==> config.mk <==
export PLATFORM = sky130hd
export DESIGN_NAME = dc_port_arb_flat
export DESIGN_NICKNAME = d
export VERILOG_FILES = /design/src/rtl/dc_port_arb_if.sv /design/src/rtl/dc_port_arb.sv /design/src/flat_wrapper.sv
export SDC_FILE = /design/constraint.sdc
export NUM_CORES = 1
export LEC_CHECK = 0
export CAP_MARGIN = 40
export CORE_MARGIN = 8
export CORE_UTILIZATION = 30
export DETAILED_ROUTE_END_ITERATION = 8
export DONT_BUFFER_PORTS = 1
export PLACE_DENSITY = 0.45
export SYNTH_ARGS = -nofsm -noshare
export SYNTH_HDL_FRONTEND = slang
export SYNTH_SLANG_ARGS = --single-unit
==> constraint.sdc <==
create_clock -name clk -period 7.3 [get_ports clk]
set_clock_uncertainty 0.2 [all_clocks]
set_input_delay 0 -clock clk [delete_from_list [all_inputs] [get_ports clk]]
set_output_delay 0 -clock clk [all_outputs]
set_load 0.005 [all_outputs]
==> src/rtl/dc_port_arb_if.sv <==
// Bundle for the shared dcache port: LSQ and aux request/response channels plus
// the single downstream dcache channel.
interface dc_port_arb_if;
    logic        lsq_req;
    logic [3:0]  lsq_op;
    logic [31:0] lsq_addr;
    logic [3:0]  lsq_id;
    logic [31:0] lsq_wdata;
    logic        lsq_flush;
    logic        arb_lsq_ready;
    logic        arb_lsq_valid;
    logic        arb_lsq_error;
    logic [3:0]  arb_lsq_id;
    logic [31:0] arb_lsq_rdata;

    logic        aux_req;
    logic [3:0]  aux_op;
    logic [31:0] aux_addr;
    logic [3:0]  aux_id;
    logic [31:0] aux_wdata;
    logic        arb_aux_ready;
    logic        arb_aux_valid;
    logic        arb_aux_error;
    logic [3:0]  arb_aux_id;
    logic [31:0] arb_aux_rdata;

    logic        arb_dc_req;
    logic [3:0]  arb_dc_op;
    logic [31:0] arb_dc_addr;
    logic [4:0]  arb_dc_id;
    logic [31:0] arb_dc_wdata;
    logic        arb_dc_flush;
    logic        dc_arb_ready;
    logic        dc_arb_valid;
    logic        dc_arb_error;
    logic [4:0]  dc_arb_id;
    logic [31:0] dc_arb_rdata;

    modport slave (
        input  lsq_req, lsq_op, lsq_addr, lsq_id, lsq_wdata, lsq_flush,
        output arb_lsq_ready, arb_lsq_valid, arb_lsq_error, arb_lsq_id, arb_lsq_rdata,
        input  aux_req, aux_op, aux_addr, aux_id, aux_wdata,
        output arb_aux_ready, arb_aux_valid, arb_aux_error, arb_aux_id, arb_aux_rdata,
        output arb_dc_req, arb_dc_op, arb_dc_addr, arb_dc_id, arb_dc_wdata, arb_dc_flush,
        input  dc_arb_ready, dc_arb_valid, dc_arb_error, dc_arb_id, dc_arb_rdata
    );

    modport master (
        output lsq_req, lsq_op, lsq_addr, lsq_id, lsq_wdata, lsq_flush,
        input  arb_lsq_ready, arb_lsq_valid, arb_lsq_error, arb_lsq_id, arb_lsq_rdata,
        output aux_req, aux_op, aux_addr, aux_id, aux_wdata,
        input  arb_aux_ready, arb_aux_valid, arb_aux_error, arb_aux_id, arb_aux_rdata,
        input  arb_dc_req, arb_dc_op, arb_dc_addr, arb_dc_id, arb_dc_wdata, arb_dc_flush,
        output dc_arb_ready, dc_arb_valid, dc_arb_error, dc_arb_id, dc_arb_rdata
    );
endinterface

==> src/rtl/dc_port_arb.sv <==
// Shares one dcache port between the LSQ (priority) and an aux requester, with
// aux starvation override, flush-squashed LSQ load tracking and an aux load cap.
module dc_port_arb #(
    parameter int STARVE_LIMIT = 4,
    parameter int AUX_MAX_OUT  = 4
) (
    input logic         clk,
    input logic         rst,
    dc_port_arb_if.slave bus
);
    localparam int SW = $clog2(STARVE_LIMIT + 1);

    typedef enum logic [1:0] {W_NONE, W_LSQ, W_AUX} win_e;

    logic [15:0]   lsq_pend, lsq_dead, rsp_hit, beat_set;
    logic [3:0]    aux_cnt;
    logic [SW-1:0] starve_cnt;
    win_e          win;
    logic          lsq_load, aux_load, lsq_ok, aux_ok, lsq_beat, aux_beat;
    logic          rsp_lsq, rsp_aux, lsq_deliver, aux_deliver;

    assign lsq_load = ~bus.lsq_op[0];
    assign aux_load = ~bus.aux_op[0];
    assign lsq_ok   = bus.lsq_req & ~(lsq_load & lsq_pend[bus.lsq_id]);
    assign aux_ok   = bus.aux_req & ~(aux_load & (aux_cnt == 4'(AUX_MAX_OUT)));

    // Nothing is issued while the pipeline flushes or the block is in reset.
    always_comb begin
        win = W_NONE;
        if (!rst && !bus.lsq_flush) begin
            if (aux_ok && (starve_cnt == SW'(STARVE_LIMIT) || !lsq_ok)) win = W_AUX;
            else if (lsq_ok)                                           win = W_LSQ;
        end
    end

    assign lsq_beat          = (win == W_LSQ) & bus.dc_arb_ready;
    assign aux_beat          = (win == W_AUX) & bus.dc_arb_ready;
    assign bus.arb_lsq_ready = lsq_beat;
    assign bus.arb_aux_ready = aux_beat;
    assign bus.arb_dc_req    = (win != W_NONE);
    assign bus.arb_dc_flush  = bus.lsq_flush;

    always_comb begin
        bus.arb_dc_op    = '0;
        bus.arb_dc_addr  = '0;
        bus.arb_dc_id    = '0;
        bus.arb_dc_wdata = '0;
        case (win)
            W_LSQ: begin
                bus.arb_dc_op    = bus.lsq_op;
                bus.arb_dc_addr  = bus.lsq_addr;
                bus.arb_dc_id    = {1'b0, bus.lsq_id};
                bus.arb_dc_wdata = bus.lsq_wdata;
            end
            W_AUX: begin
                bus.arb_dc_op    = bus.aux_op;
                bus.arb_dc_addr  = bus.aux_addr;
                bus.arb_dc_id    = {1'b1, bus.aux_id};
                bus.arb_dc_wdata = bus.aux_wdata;
            end
            default: ;
        endcase
    end

    assign rsp_lsq = bus.dc_arb_valid & ~bus.dc_arb_id[4];
    assign rsp_aux = bus.dc_arb_valid &  bus.dc_arb_id[4];
    // A flush in the same cycle squashes the response as if it were already dead.
    assign lsq_deliver = rsp_lsq & lsq_pend[bus.dc_arb_id[3:0]]
                       & ~lsq_dead[bus.dc_arb_id[3:0]] & ~bus.lsq_flush;
    assign aux_deliver = rsp_aux & (aux_cnt != 4'd0);
    assign rsp_hit     = rsp_lsq ? (16'd1 << bus.dc_arb_id[3:0]) : 16'd0;
    assign beat_set    = (lsq_beat & lsq_load) ? (16'd1 << bus.lsq_id) : 16'd0;

    always_ff @(posedge clk) begin
        if (rst) begin
            lsq_pend          <= '0;
            lsq_dead          <= '0;
            aux_cnt           <= '0;
            starve_cnt        <= '0;
            bus.arb_lsq_valid <= 1'b0;
            bus.arb_lsq_error <= 1'b0;
            bus.arb_lsq_id    <= '0;
            bus.arb_lsq_rdata <= '0;
            bus.arb_aux_valid <= 1'b0;
            bus.arb_aux_error <= 1'b0;
            bus.arb_aux_id    <= '0;
            bus.arb_aux_rdata <= '0;
        end else begin
            lsq_pend <= (lsq_pend & ~rsp_hit) | beat_set;
            lsq_dead <= (lsq_dead | (bus.lsq_flush ? lsq_pend : 16'd0)) & ~rsp_hit & ~beat_set;
            aux_cnt  <= aux_cnt + {3'd0, aux_beat & aux_load} - {3'd0, aux_deliver};
            if (!bus.lsq_flush) begin
                if (!bus.aux_req || aux_beat)              starve_cnt <= '0;
                else if (starve_cnt != SW'(STARVE_LIMIT))  starve_cnt <= starve_cnt + SW'(1);
            end
            bus.arb_lsq_valid <= lsq_deliver;
            bus.arb_aux_valid <= aux_deliver;
            if (lsq_deliver) begin
                bus.arb_lsq_error <= bus.dc_arb_error;
                bus.arb_lsq_id    <= bus.dc_arb_id[3:0];
                bus.arb_lsq_rdata <= bus.dc_arb_rdata;
            end
            if (aux_deliver) begin
                bus.arb_aux_error <= bus.dc_arb_error;
                bus.arb_aux_id    <= bus.dc_arb_id[3:0];
                bus.arb_aux_rdata <= bus.dc_arb_rdata;
            end
        end
    end
endmodule

==> src/flat_wrapper.sv <==
// flat-port wrapper written by rule: the top's interface ports become plain ports
module dc_port_arb_flat 
#(
    parameter int STARVE_LIMIT = 4,
    parameter int AUX_MAX_OUT  = 4
)
  (clk, rst, bus_lsq_req, bus_lsq_op, bus_lsq_addr, bus_lsq_id, bus_lsq_wdata, bus_lsq_flush, bus_arb_lsq_ready, bus_arb_lsq_valid, bus_arb_lsq_error, bus_arb_lsq_id, bus_arb_lsq_rdata, bus_aux_req, bus_aux_op, bus_aux_addr, bus_aux_id, bus_aux_wdata, bus_arb_aux_ready, bus_arb_aux_valid, bus_arb_aux_error, bus_arb_aux_id, bus_arb_aux_rdata, bus_arb_dc_req, bus_arb_dc_op, bus_arb_dc_addr, bus_arb_dc_id, bus_arb_dc_wdata, bus_arb_dc_flush, bus_dc_arb_ready, bus_dc_arb_valid, bus_dc_arb_error, bus_dc_arb_id, bus_dc_arb_rdata);
  dc_port_arb_if bus_i ();
  input logic clk;
  input logic rst;
  input wire logic [$bits(bus_i.lsq_req)-1:0] bus_lsq_req;
  input wire logic [$bits(bus_i.lsq_op)-1:0] bus_lsq_op;
  input wire logic [$bits(bus_i.lsq_addr)-1:0] bus_lsq_addr;
  input wire logic [$bits(bus_i.lsq_id)-1:0] bus_lsq_id;
  input wire logic [$bits(bus_i.lsq_wdata)-1:0] bus_lsq_wdata;
  input wire logic [$bits(bus_i.lsq_flush)-1:0] bus_lsq_flush;
  output wire logic [$bits(bus_i.arb_lsq_ready)-1:0] bus_arb_lsq_ready;
  output wire logic [$bits(bus_i.arb_lsq_valid)-1:0] bus_arb_lsq_valid;
  output wire logic [$bits(bus_i.arb_lsq_error)-1:0] bus_arb_lsq_error;
  output wire logic [$bits(bus_i.arb_lsq_id)-1:0] bus_arb_lsq_id;
  output wire logic [$bits(bus_i.arb_lsq_rdata)-1:0] bus_arb_lsq_rdata;
  input wire logic [$bits(bus_i.aux_req)-1:0] bus_aux_req;
  input wire logic [$bits(bus_i.aux_op)-1:0] bus_aux_op;
  input wire logic [$bits(bus_i.aux_addr)-1:0] bus_aux_addr;
  input wire logic [$bits(bus_i.aux_id)-1:0] bus_aux_id;
  input wire logic [$bits(bus_i.aux_wdata)-1:0] bus_aux_wdata;
  output wire logic [$bits(bus_i.arb_aux_ready)-1:0] bus_arb_aux_ready;
  output wire logic [$bits(bus_i.arb_aux_valid)-1:0] bus_arb_aux_valid;
  output wire logic [$bits(bus_i.arb_aux_error)-1:0] bus_arb_aux_error;
  output wire logic [$bits(bus_i.arb_aux_id)-1:0] bus_arb_aux_id;
  output wire logic [$bits(bus_i.arb_aux_rdata)-1:0] bus_arb_aux_rdata;
  output wire logic [$bits(bus_i.arb_dc_req)-1:0] bus_arb_dc_req;
  output wire logic [$bits(bus_i.arb_dc_op)-1:0] bus_arb_dc_op;
  output wire logic [$bits(bus_i.arb_dc_addr)-1:0] bus_arb_dc_addr;
  output wire logic [$bits(bus_i.arb_dc_id)-1:0] bus_arb_dc_id;
  output wire logic [$bits(bus_i.arb_dc_wdata)-1:0] bus_arb_dc_wdata;
  output wire logic [$bits(bus_i.arb_dc_flush)-1:0] bus_arb_dc_flush;
  input wire logic [$bits(bus_i.dc_arb_ready)-1:0] bus_dc_arb_ready;
  input wire logic [$bits(bus_i.dc_arb_valid)-1:0] bus_dc_arb_valid;
  input wire logic [$bits(bus_i.dc_arb_error)-1:0] bus_dc_arb_error;
  input wire logic [$bits(bus_i.dc_arb_id)-1:0] bus_dc_arb_id;
  input wire logic [$bits(bus_i.dc_arb_rdata)-1:0] bus_dc_arb_rdata;
  assign bus_i.lsq_req = bus_lsq_req;
  assign bus_i.lsq_op = bus_lsq_op;
  assign bus_i.lsq_addr = bus_lsq_addr;
  assign bus_i.lsq_id = bus_lsq_id;
  assign bus_i.lsq_wdata = bus_lsq_wdata;
  assign bus_i.lsq_flush = bus_lsq_flush;
  assign bus_arb_lsq_ready = bus_i.arb_lsq_ready;
  assign bus_arb_lsq_valid = bus_i.arb_lsq_valid;
  assign bus_arb_lsq_error = bus_i.arb_lsq_error;
  assign bus_arb_lsq_id = bus_i.arb_lsq_id;
  assign bus_arb_lsq_rdata = bus_i.arb_lsq_rdata;
  assign bus_i.aux_req = bus_aux_req;
  assign bus_i.aux_op = bus_aux_op;
  assign bus_i.aux_addr = bus_aux_addr;
  assign bus_i.aux_id = bus_aux_id;
  assign bus_i.aux_wdata = bus_aux_wdata;
  assign bus_arb_aux_ready = bus_i.arb_aux_ready;
  assign bus_arb_aux_valid = bus_i.arb_aux_valid;
  assign bus_arb_aux_error = bus_i.arb_aux_error;
  assign bus_arb_aux_id = bus_i.arb_aux_id;
  assign bus_arb_aux_rdata = bus_i.arb_aux_rdata;
  assign bus_arb_dc_req = bus_i.arb_dc_req;
  assign bus_arb_dc_op = bus_i.arb_dc_op;
  assign bus_arb_dc_addr = bus_i.arb_dc_addr;
  assign bus_arb_dc_id = bus_i.arb_dc_id;
  assign bus_arb_dc_wdata = bus_i.arb_dc_wdata;
  assign bus_arb_dc_flush = bus_i.arb_dc_flush;
  assign bus_i.dc_arb_ready = bus_dc_arb_ready;
  assign bus_i.dc_arb_valid = bus_dc_arb_valid;
  assign bus_i.dc_arb_error = bus_dc_arb_error;
  assign bus_i.dc_arb_id = bus_dc_arb_id;
  assign bus_i.dc_arb_rdata = bus_dc_arb_rdata;
  dc_port_arb #(.STARVE_LIMIT(STARVE_LIMIT), .AUX_MAX_OUT(AUX_MAX_OUT)) u_core (.clk(clk), .rst(rst), .bus(bus_i));
endmodule
==> results_dict.tcl, run 1 <==
set metrics [dict create \
    status "complete, but fails checks" \
    hold_depth 2 \
    crit_arrival_ps 4850 \
    clk_pin_slew_ps 50 \
    cts_buffers 17 \
    grt_usage_pct 20.4 \
    synth_edf_count 0 \
    viasPerCell 5.32 \
    worstMarginPinSlew_ps 941 \
    yosys.area_share.simple_pct 23.4 \
    crit_fanout 73 \
    cellLeakagePower_nw 3.05 \
    core-area_sq_mm 0.0202 \
    synth_top_area_share_pct 37.6 \
    dpl_worst_slack_ps 3670 \
    place_congestion 0.927 \
    maxSlewHeadroom_pct 37.1 \
    worstPathRequired_ps 7460 \
    hold_viol 6 \
    yosys.area_share.adder_pct 2.78 \
    synth_cell_type_count 49 \
    synth_top_family_by_area "simple AND/OR/NAND/NOR gates" \
    antenna_found_initial 9 \
    rows 52 \
    cts_setup_buffers 0 \
    rrSetupSlack_ps 2610 \
    grt_max_degree 152 \
    setup_tns_ps 0 \
    finalWirelength_mm 27.0 \
    post_drt_wl_per_cell_microns 22.5 \
    hold_class "in2out" \
    cts_tree "built" \
    power.density_mw_per_mm2 224 \
    synth_top_flop_cell "dfxtp_1" \
    dieWidth_microns 159 \
    crit_type "reg2reg" \
    final_antenna_net_count 0 \
    drive_gt1_share_pct 5.21 \
    syn_area_per_cell_sq_um 7.91 \
    syn2layout_area_growth_pct 41.8 \
    layout_worst_path_cycle_share_pct 64.2 \
    cts-resized-gates 0 \
    ys_top_cells_by_count "dfxtp_1 (115), nor2_1 (103), nand2_1 (101)" \
    cp-start-kind "register" \
    drt_iter0_drc 570 \
    grt_pass1_wl_mm 40.4 \
    wl_met2_mm 13.9 \
    synthesis.area_sq_mm 0.00613 \
    drv_slew 0 \
    fin_crit_ps 4690 \
    synth.area.top_cells "dfxtp_1 (38%), a22oi_1 (8.9%), nand2b_1 (8.0%)" \
    numPortBuffers 0 \
    top_layer_used "met5" \
    cts_max_path_buffers 2 \
    clkSinkCount 115 \
    synth-seq-cells 115 \
    synth_xor_area_share_pct 0.286 \
    overflow 0 \
    slowest_stage "dlygate4sd3_1" \
    violations "hold timing" \
    synth_compound_area_share_pct 21.3 \
    grt_pass1_vias 6531 \
    maxCapViolations 0 \
    io_pins 342 \
    via_count 6384 \
    synth_most_common_cell "dfxtp_1" \
    ir_drop_mv 0.147 \
    drt-met1-wl_mm 9.95 \
    ys_async_sr_fraction_pct 0 \
    syn_nets 977 \
    hold_buffers 176 \
    yosysSeqAreaShare_pct 37.6 \
    synth_area_leader_cell "dfxtp_1" \
    dp_hpwl_mm 18.8 \
    max_stage_delay_ps 550 \
    muxShareOfSynthArea_pct 8.00 \
    die_height_microns 159 \
    drt_pass1_iterations 5 \
    r2r_cells 15 \
    met3_wirelength_mm 2.09 \
    drc 0 \
    setup_slack_ps 2610 \
    end_kind "register" \
    h-tree-depth 4 \
    rsz0062_at_grt "false" \
    timing.fmax_ghz 0.213 \
    synth_cells 775 \
    die-area_sq_mm 0.0253 \
    setup_viol 0 \
    worstSkewPairLatency_ps 410 \
    cp_num_buf_inv 5 \
    yosys_warnings 0 \
    holdWs_ps -3.40 \
    nets 1112 \
    cp_cell_sequence "mux4_1 -> mux4_2 -> a21boi_2 -> and2_4 -> inv_2 -> ha_2 -> buf_4 -> nand2_1 -> nor2_1 -> dlygate4sd3_1 -> ha_1 -> inv_1 -> fa_1 -> nor2_1 -> dlygate4sd3_1" \
    crit_family "buffers and inverters" \
    cts-root-buf "clkbuf_16" \
    cp.depth 15 \
    n_fill_cell 1961 \
    start_util_pct 30.4 \
]
[path summary, 6_finish.rpt]
kind / start / to
setup reg to reg: u_core.lsq_pend[10] / u_core.aux_cnt[1]
hold / removal: bus_aux_wdata[24] / bus_arb_dc_wdata[24]
setup / recovery: u_core.lsq_pend[10] / u_core.aux_cnt[1]
hold reg to reg: u_core.bus.arb_lsq_rdata[11] / u_core.bus.arb_lsq_rdata[11]
[state kept, by name, summed over array words and instances (netlist names)]
signal / cells
u_core.aux_cnt: 4
u_core.bus.arb_aux_error: 1
u_core.bus.arb_aux_id: 4
u_core.bus.arb_aux_rdata: 32
u_core.bus.arb_aux_valid: 1
u_core.bus.arb_lsq_error: 1
u_core.bus.arb_lsq_id: 4
u_core.bus.arb_lsq_rdata: 32
u_core.bus.arb_lsq_valid: 1
u_core.lsq_dead: 16
u_core.lsq_pend: 16
u_core.starve_cnt: 3
[cell type report]
type | count | area (sq um) | share of cell area [%]
inverters | 26 | 97.6 | 1.12
repair buffers | 183 | 1860 | 21.4
clock inverters | 12 | 206 | 2.37
clock buffers | 19 | 433 | 4.98
well taps | 270 | 338 | 3.89
diodes | 8 | 20.0 | 0.230
multi-input cells | 567 | 3440 | 39.5
flip-flops and latches | 115 | 2300 | 26.5
[per-stage QoR]
stage	hold WS, ps	util (%)	instances	cell area, sq um	total power (W)
3_3_place_gp	-199	30.8	982	6210	0.000915
3_5_place_dp	-199	31.0	985	6260	0.000940
5_1_grt	11.1	43.1	1200	8690	0.00204
2_1_floorplan	-119	-	775	6130	0.000888
4_1_cts	0.0791	43.0	1192	8670	0.00196
6_report	-3.40	43.1	1200	8690	0.00195
[placed cells by master, fill, tap and decap left out, types with 2 or more instances in the layout]
cell type	instances
dlygate4sd3_1	175
bufinv_16	5
dfxtp_1	115
clkbuf_16	17
clkinv_4	4
o21ai_1	2
mux4_2	3
diode_2	8
a22oi_1	73
clkbuf_1	2
ha_1	10
o211a_1	4
inv_1	25
a21oi_1	73
buf_4	4
nand2b_1	78
nand2_1	101
buf_12	2
mux2i_1	37
nor3_1	5
o21ai_0	17
nor2b_1	5
ha_2	2
a31oi_1	3
nor3b_1	3
nand3_1	7
a2111oi_0	12
a311oi_1	2
o32ai_1	3
nor2_1	103
mux4_1	2
[report_power, final]
group | switching, W | leakage, nW | internal (W) | total (W)
clock | 0.000299 | 0.308 | 0.000605 | 0.000905
sequential | 0.0000331 | 0.931 | 0.000667 | 0.000700
combinational | 0.000178 | 1.81 | 0.000166 | 0.000345
total | 0.000511 | 3.05 | 0.00144 | 0.00195
[worst reg2reg max path, cell delays in order, from the launching register on]
cell           delay [ps]
dfxtp_1               340
mux4_1                540
mux4_2                500
a21boi_2              190
and2_4                170
inv_2                  40
ha_2                  150
buf_4                 340
nand2_1               220
nor2_1                 60
dlygate4sd3_1         550
ha_1                  210
inv_1                  80
fa_1                  410
nor2_1                100
dlygate4sd3_1         540
[kinds of logic after synthesis]
logic type,Yosys count
buf+inv,93
simple gates,311
xor+xnor,2
flops,115
fa+ha+maj,13
mux,42
compound gates,199
[per-layer routing]
layer,vias to the layer above,global-route usage [%]
met4,2,10.9
met2,326,36.3
met5,-,0
met1,3038,21.2
li1,2952,-
met3,66,6.36
No activity file was read; power rests on OpenSTA's default activity.
==> run 2: changes to the inputs <==
- clock period: 7.3 -> 4.43 ns (I/O delays scaled with it)
==> run 2 against run 1 <==
  * The flow still finishes with violations (hold timing)
  * Non-clock buffer count is 13 higher
  * Via count increased by 2.0%
  * Die area stayed put
  * Power up 68%
  * Clock-buffer cell count increased by 2
  * Combinational power is 69% higher
  * Setup slack got worse by 2500 ps
  * Fmax rose by 9.8%
  * First-iteration DRC count rose by 24%
  * Critical path type unchanged
  * Largest cell class unchanged
==> results_dict.tcl, run 2 (synthesis gave the netlist of run 1 again) <==
set metrics [dict create \
    final_area_sq_mm 0.00884 \
    die_height_microns 159 \
    rsz0062_at_grt "false" \
    maxSlewHeadroom_pct 48.8 \
    antenna_found_initial 7 \
    drive_gt1_share_pct 5.13 \
    io_pins 342 \
    drt_pass1_iterations 6 \
    final_antenna_net_count 0 \
    cellLeakagePower_nw 3.10 \
    r2r-start "u_core.lsq_pend[5]" \
    p_total_w 0.00328 \
    final_cells 1214 \
    crit_arrival_ps 4420 \
    syn2layout_area_growth_pct 44.2 \
    cts_tree "built" \
    reg.largest.list "u_core.bus.arb_aux_rdata (32), u_core.bus.arb_lsq_rdata (32)" \
    crit_fanout 4 \
    rrSetupSlack_ps 160 \
    holdWs_ps -10.6 \
    grt_pass1_vias 6550 \
    power.density_mw_per_mm2 372 \
    fin_crit_ps 4270 \
    finalWirelength_mm 27.4 \
    setup_tns_ps 0 \
    status "complete, but fails checks" \
    ir_drop_mv 0.252 \
    h-tree-depth 4 \
    nets 1125 \
    worstMarginPinSlew_ps 766 \
    clk_pin_slew_ps 50 \
    maxCapViolations 0 \
    grt_usage_pct 20.6 \
    crit_type "reg2reg" \
    clkSinkCount 115 \
    drc 0 \
    r2r_cells 14 \
    drv_slew 0 \
    dieWidth_microns 159 \
    drt_iter0_drc 708 \
    place_inst 985 \
    numPortBuffers 0 \
    hold_viol 6 \
    cp-start-kind "register" \
    cts_buffers 17 \
    worstSkewPairLatency_ps 410 \
    min_to "u_core.lsq_pend[5]" \
    post_drt_wl_per_cell_microns 22.6 \
    violations "hold timing" \
    overflow 0 \
    hold_class "in2reg" \
    dpl_cell_area_sq_mm 0.00624 \
    cts-root-buf "clkbuf_16" \
    worstReg2RegEnd "u_core.aux_cnt[1]" \
    via_count 6514 \
    start_util_pct 30.4 \
    end_kind "register" \
    viasPerCell 5.37 \
    timing.fmax_ghz 0.234 \
    grt_max_degree 152 \
    layout_worst_path_cycle_share_pct 96.4 \
    place_congestion 0.915 \
    final_common_cell "dlygate4sd3_1" \
    cts_max_path_buffers 2 \
    hold_depth 5 \
    final_cell_mix "dlygate4sd3_1 (186), dfxtp_1 (115), nor2_1 (103)" \
    min_from "bus_lsq_id[2]" \
    dp_hpwl_mm 18.6 \
    setup_viol 0 \
    core-area_sq_mm 0.0202 \
    grt_pass1_wl_mm 41.0 \
    rows 52 \
    worstPathRequired_ps 4590 \
    die-area_sq_mm 0.0253 \
]
==> run 2: layer usage <==
layer  vias up  global-route usage (%)  part of all wire [%]
li1       2978                       -                     -
met1      3107                    21.7                    36
met2       376                    37.1                    52
met3        53                    5.79                   8.2
met4         0                    10.1                   3.8
met5         -                       0                     0
==> run 2: worst max path at each step <==
stage                  startpoint                  to  slack [ps]  depth (start not counted)
2_1_floorplan  u_core.lsq_pend[5]  u_core.lsq_dead[3]        1200                         11
3_3_place_gp   u_core.lsq_pend[5]  u_core.lsq_dead[7]        1250                         12
3_5_place_dp   u_core.lsq_pend[5]  u_core.lsq_dead[7]        1180                         12
4_1_cts        u_core.lsq_pend[5]   u_core.aux_cnt[1]         210                         14
5_1_grt        u_core.lsq_pend[5]   u_core.aux_cnt[1]          20                         14
6_report       u_core.lsq_pend[5]   u_core.aux_cnt[1]         160                         14
==> run 2: cell type report <==
| type | count | area (sq um) |
|---|---|---|
| antenna | 9 | 22.5 |
| clock buffer | 21 | 450 |
| clock inverter | 10 | 205 |
| fill | 1964 | 11300 |
| inverter | 26 | 97.6 |
| multi-input combinational | 567 | 3440 |
| sequential | 115 | 2300 |
| tap | 270 | 338 |
| timing repair buffer | 196 | 1980 |
==> run 2: critical path: stages (launching register included) <==
cell and delay [ps]:
dfxtp_1 330, mux4_1 550, mux4_2 490, a21boi_2 170
and2_4 170, inv_2 40, ha_2 160, nand2_1 100
nor2_1 50, dlygate4sd3_1 560, ha_1 210, inv_1 80
fa_1 420, nor2_1 110, dlygate4sd3_1 560
==> run 2: where the power goes <==
group          total, W  switching [W]  leakage, nW  internal, W
logic          0.000584       0.000308         1.85     0.000276
clock network   0.00155       0.000483        0.313      0.00106
registers       0.00115      0.0000541        0.931      0.00110
total           0.00328       0.000846         3.10      0.00244
==> run 2: per-stage QoR <==
stage / setup WS, ps / utilization (%)
after global routing: 15.8 / 43.8
after global placement: 1250 / 30.8
after CTS: 209 / 43.6
after detailed placement: 1180 / 30.9
final: 161 / 43.8
after floorplan: 1200 / -
==> run 2: repair_timing <==
| item | 4_1_cts | 5_1_grt |
|---|---|---|
| hold endpoints to repair | 174 | 1 |
| hold buffers | 187 | 1 |
| setup endpoints to repair | 0 | 1 |
| buffers inserted | 0 | 0 |
| gates resized for setup | 0 | 1 |
